==> src/rtl/cordic_sched.sv <==
// cordic_sched: round-robin time-multiplexer that lets nch channels share one CORDIC pipeline.
// Define CORDIC_SCHED_GAINCOMP_EN for gain-compensated x/y outputs (one extra output stage).
module cordic_sched #(
  parameter int width = 18,
  parameter int nch = 4,
  parameter int chw = 2,
  parameter int cordic_delay = 20
) (
  input  logic               clk,
  input  logic               rst,
  input  logic               wr_en,
  input  logic [chw-1:0]     wr_ch,
  input  logic [width-1:0]   wr_x,
  input  logic [width-1:0]   wr_y,
  input  logic [width:0]     wr_p,
  input  logic [1:0]         wr_op,
  output logic [1:0]         c_op,
  output logic [width-1:0]   c_x,
  output logic [width-1:0]   c_y,
  output logic [width:0]     c_p,
  input  logic [width-1:0]   c_xout,
  input  logic [width-1:0]   c_yout,
  input  logic [width:0]     c_pout,
  output logic               out_valid,
  output logic [chw-1:0]     out_ch,
  output logic [width-1:0]   out_x,
  output logic [width-1:0]   out_y,
  output logic [width:0]     out_p,
  output logic [nch-1:0]     overrun
);
  logic [width-1:0] sx [nch];
  logic [width-1:0] sy [nch];
  logic [width:0] sp [nch];
  logic [1:0] sop [nch];
  logic [nch-1:0] pending, pend_n;
  logic [chw-1:0] rr, sel, k, ich;
  logic found, wr_ok, iv;
  logic [cordic_delay-1:0] tv;
  logic [chw-1:0] tch [cordic_delay];
  assign wr_ok = wr_en && (int'(wr_ch) < nch);
  // Scan downward so the channel closest to rr is the last (winning) assignment
  always_comb begin
    found = 1'b0;
    sel = '0;
    k = '0;
    for (int i = nch - 1; i >= 0; i--) begin
      k = chw'((int'(rr) + i) % nch);
      if (pending[k]) begin
        found = 1'b1;
        sel = k;
      end
    end
  end
  always_comb begin
    pend_n = pending;
    if (found) pend_n[sel] = 1'b0;
    if (wr_ok) pend_n[wr_ch] = 1'b1;
  end
  always_ff @(posedge clk) begin
    if (wr_ok) begin
      sx[wr_ch] <= wr_x;
      sy[wr_ch] <= wr_y;
      sp[wr_ch] <= wr_p;
      sop[wr_ch] <= wr_op;
    end
  end
  // iv/ich sit alongside c_*, so the tag pipe lines up with the CORDIC's own input stage
  always_ff @(posedge clk or posedge rst) begin
    if (rst) begin
      pending <= '0;
      rr <= '0;
      c_op <= '0;
      c_x <= '0;
      c_y <= '0;
      c_p <= '0;
      overrun <= '0;
      iv <= 1'b0;
      ich <= '0;
      tv <= '0;
      for (int i = 0; i < cordic_delay; i++) tch[i] <= '0;
    end else begin
      pending <= pend_n;
      iv <= found;
      ich <= sel;
      tv <= {tv[cordic_delay-2:0], iv};
      tch[0] <= ich;
      for (int i = 1; i < cordic_delay; i++) tch[i] <= tch[i-1];
      if (found) begin
        c_op <= sop[sel];
        c_x <= sx[sel];
        c_y <= sy[sel];
        c_p <= sp[sel];
        rr <= (sel == chw'(nch - 1)) ? '0 : sel + 1'b1;
      end
      if (wr_ok && pending[wr_ch] && !(found && sel == wr_ch)) overrun[wr_ch] <= 1'b1;
    end
  end
`ifdef CORDIC_SCHED_GAINCOMP_EN
  function automatic logic [width-1:0] gc(input logic [width-1:0] v);
    logic signed [width+1:0] e, s;
    e = signed'({{2{v[width-1]}}, v});
    s = (e >>> 1) + (e >>> 3) - (e >>> 6) - (e >>> 9);
    return s[width-1:0];
  endfunction
  logic s_v;
  logic [chw-1:0] s_ch;
  logic [width-1:0] s_x, s_y;
  logic [width:0] s_p;
  always_ff @(posedge clk or posedge rst) begin
    if (rst) begin
      s_v <= 1'b0;
      s_ch <= '0;
      s_x <= '0;
      s_y <= '0;
      s_p <= '0;
      out_valid <= 1'b0;
      out_ch <= '0;
      out_x <= '0;
      out_y <= '0;
      out_p <= '0;
    end else begin
      s_v <= tv[cordic_delay-1];
      if (tv[cordic_delay-1]) begin
        s_ch <= tch[cordic_delay-1];
        s_x <= c_xout;
        s_y <= c_yout;
        s_p <= c_pout;
      end
      out_valid <= s_v;
      if (s_v) begin
        out_ch <= s_ch;
        out_x <= gc(s_x);
        out_y <= gc(s_y);
        out_p <= s_p;
      end
    end
  end
`else
  always_ff @(posedge clk or posedge rst) begin
    if (rst) begin
      out_valid <= 1'b0;
      out_ch <= '0;
      out_x <= '0;
      out_y <= '0;
      out_p <= '0;
    end else begin
      out_valid <= tv[cordic_delay-1];
      if (tv[cordic_delay-1]) begin
        out_ch <= tch[cordic_delay-1];
        out_x <= c_xout;
        out_y <= c_yout;
        out_p <= c_pout;
      end
    end
  end
`endif
endmodule

==> config.mk <==
export PLATFORM = sky130hd
export DESIGN_NAME = cordic_sched
export DESIGN_NICKNAME = d
export VERILOG_FILES = /design/src/rtl/cordic_sched.sv
export SDC_FILE = /design/constraint.sdc
export NUM_CORES = 1
export LEC_CHECK = 0
export ABC_CLOCK_PERIOD_IN_PS = 7600
export CORE_MARGIN = 10
export CORE_UTILIZATION = 53
export CTS_BUF_LIST = sky130_fd_sc_hd__clkbuf_16
export DETAILED_ROUTE_END_ITERATION = 12
export HOLD_SLACK_MARGIN = 0.1
export PLACE_DENSITY = 0.79
export SYNTH_ARGS = -nofsm -noshare
export SYNTH_HDL_FRONTEND = slang
export SYNTH_SLANG_ARGS = --single-unit
==> constraint.sdc <==
create_clock -name clk -period 7.6 [get_ports clk]
set_input_delay 1.14 -clock clk [delete_from_list [all_inputs] [get_ports clk]]
set_output_delay 1.14 -clock clk [all_outputs]
set_load 0.01 [all_outputs]
==> results.md <==
- Status: completed
- Reg2Reg Depth: 6
- Synth area leader: edfxtp_1
- Post-Synth Adder-Cell Area: 0.0845%
- Most used DFF post-synth: edfxtp_1
- WHS: 0.346 ns
- Pin count of the biggest net entering global routing: 125
- Hold Path Cell Cnt: 0
- Synth Area in XOR/XNOR: 0%
- Area of the core: 27700 sq um
- # diodes: 0
- CP required: 7.98 ns
- Total grt overflow: 0
- CTS buffer count: 41
- Synth Area in Compound Gates: 6.97%
- HPWL after DPL: 20400 um
- Setup crit start kind: flop
- TritonCTS clock tree: done
- RR Startpoint: rr[1]
- Setup TNS: 0 ns
- CTS Sinks: 416
- Syn Inst Count: 855
- Synth top cells by count: edfxtp_1 (228), dfrtp_1 (188), nor2_1 (60), and2_1 (58)
- Share of layout cells above drive strength 1: 11.8%
- Post-CTS Setup Repair Bufs: 0
- FP Rows: 61
- Count leader, synth: edfxtp_1
- Final ANT Viol Nets: 0
- Leading post-synthesis cells by cell area: edfxtp_1 (46%), dfrtp_1 (32%), mux2_2 (4.3%)
- Synthesized area per cell: 17.3 sq um
- Post-CTS Hold Buffers: 0
- Resized Gates After CTS: 0
- H-tree levels: 2
- Clock Latency Late Sink: 0.54 ns
- Share of the synthesized area in the top cell type: 46.3%
- Top delay family on crit path: buffers and inverters
- Vias: 8409
- Clk slew on worst S/H paths: 0.06 ns
- DRC Markers: 0
- Worst EP arrival: 3.38 ns
- Post-layout min period: 3.01 ns
- Top Ports: 236
- CP Class: flop to flop
- CP endpoint kind: flop
- Yosys reg bits: 416
- Final wirelength: 34200 um
- Clk root buf: clkbuf_16
- First-pass GRT wire length: 53000 um
- Fin crit share: 39.5%
- Clock Skews: 0.0131 ns
- Sequential cell area fraction in the yosys report: 78.0%
- Final hold vios: 0
- Max clock buf depth: 3
- Initial Util: 53.4%
- Die height: 187 um
- Power density cells: 413 nW/um^2
- Initial antenna violation count: 1
- EDFF count, synth: 228
- 1st-iter DRT viols: 451
- Die W: 187 um
- Fmax: 333 MHz
- RePlAce Congestion: 0.775
- Post-Syn Area: 14800 sq um
- Worst path bufs/invs: 1
- Area delta synth->final: 26.8%
- CP max-delay cell: clkinv_4
- Total track usage: 19.2%
- Synth unique cells: 35
- Detailed-router iteration count before antenna repair: 5
- Max cap viols: 0
- VDD IR max: 0.000398 V
- Simple-Gate Fraction of Synth Area: 4.61%
- Vias in the first global route: 9087
- Critical path depth in cells: 6
- Async SR Flop Fraction: 45.2%
- Final Slew Violations: 0
- Slew HR: 22.5%
- DP Worst Slack: 4.13 ns
- NumNets Final: 1211
- Main combinational cell family by area after synthesis: multiplexers
- Post-synthesis mux area share: 8.27%
- Critical path fanouts, max: 118
- Vias per cell: 5.59
- Hold WC Path Type: flop to flop
- Port Buf Inserts: 235
- Ys Warns: 0
- Max stage delay on crit path: 0.81 ns
- Final setup margin: 4.59 ns
- Hold Path Origin: tch[12]
- Slew @ Worst Pin: 1.16 ns
- Worst path cell trace: mux2_1 -> nand2_1 -> and3_1 -> clkinv_4 -> a221oi_1 -> a211oi_1
- DR WL/cell: 22.7 um
- LEAKAGE: 0.00709 uW
- Crit path from: rr[1]
- Final setup viols: 0
- Post-synth net total: 973
- Die area: 35000 sq um
- RSZ-0062 raised after global routing: false
## worst reg2reg max path, cell delays in order (launching register included)
cell and delay (ns):
dfrtp_1 0.51, mux2_1 0.35, nand2_1 0.07, and3_1 0.28
clkinv_4 0.81, a221oi_1 0.71, a211oi_1 0.11
## cell type report
class | count | area (sq um)
Clock buffer | 44 | 1100
Tap cell | 378 | 473
Multi-Input combinational cell | 379 | 2980
Sequential cell | 416 | 11600
Inverter | 9 | 46.3
Timing Repair Buffer | 246 | 2430
Fill cell | 1833 | 8940
Clock inverter | 32 | 181
## final timing paths
path	to	slack, ns
min in group asynchronous	out_x[12]	1.21
worst max-delay path	c_p[16]	4.59
worst min-delay path	tch[10]	0.35
max in group asynchronous	c_p[11]	5.00
worst max register to register	c_p[16]	4.59
worst min register to register	tch[10]	0.35
## placed cells by master (no fill, tap or decap), drive strengths merged
cell type / n
clkdlybuf4s50: 235
edfxtp: 228
dfrtp: 188
nor2: 60
mux2: 58
and2: 58
mux2i: 57
a221oi: 57
a211oi: 57
clkbuf: 44
inv: 26
clkinv: 13
buf: 11
nand2: 6
a21o: 3
a21oi: 3
o21bai: 3
o21ai: 3
nand3b: 2
bufinv: 2
nand2b: 1
and3: 1
or4: 1
or3b: 1
o21a: 1
o22ai: 1
or2: 1
and3b: 1
a31o: 1
a22oi: 1
nand3: 1
ha: 1
## state kept, by name (all words and copies together) (netlist names), 19 cells and up
register and flops:
sx 72, c_p 19, sp 76, tv 20, out_p 19, sy 72
tch 40
## per-layer routing
layer / part of all wire, % / vias to the layer above / track usage [%]
met5: 0.032 / - / 0
met4: 2.2 / 2 / 6.27
met3: 9.5 / 67 / 5.57
met2: 49 / 389 / 31.7
met1: 40 / 4247 / 24.0
li1: - / 3704 / -
## metrics by stage
stage	power, uW	utilization, %	area, sq um	cells
6_report	7750	67.7	18800	1504
4_1_cts	7820	67.7	18800	1504
5_1_grt	8130	67.7	18800	1504
3_5_place_dp	5900	63.1	17500	1428
3_3_place_gp	5800	63.1	17500	1428
2_1_floorplan	4770	-	14800	855
## logic make-up after synthesis
family                   count (synthesis)
flip-flops                             416
buffers and inverters                   60
AO/OA/AOI/OAI                          130
adder cells (fa/ha/maj)                  1
AND/OR/NAND/NOR                        133
multiplexers                           115
## power breakdown
| group | switching (uW) | internal (uW) | leakage [uW] |
|---|---|---|---|
| Combinational | 1410 | 1220 | 0.00216 |
| Clock | 802 | 1110 | 0.000690 |
| Sequential | 274 | 2930 | 0.00423 |
| Total | 2490 | 5260 | 0.00709 |
(Power assumes the default switching activity.)
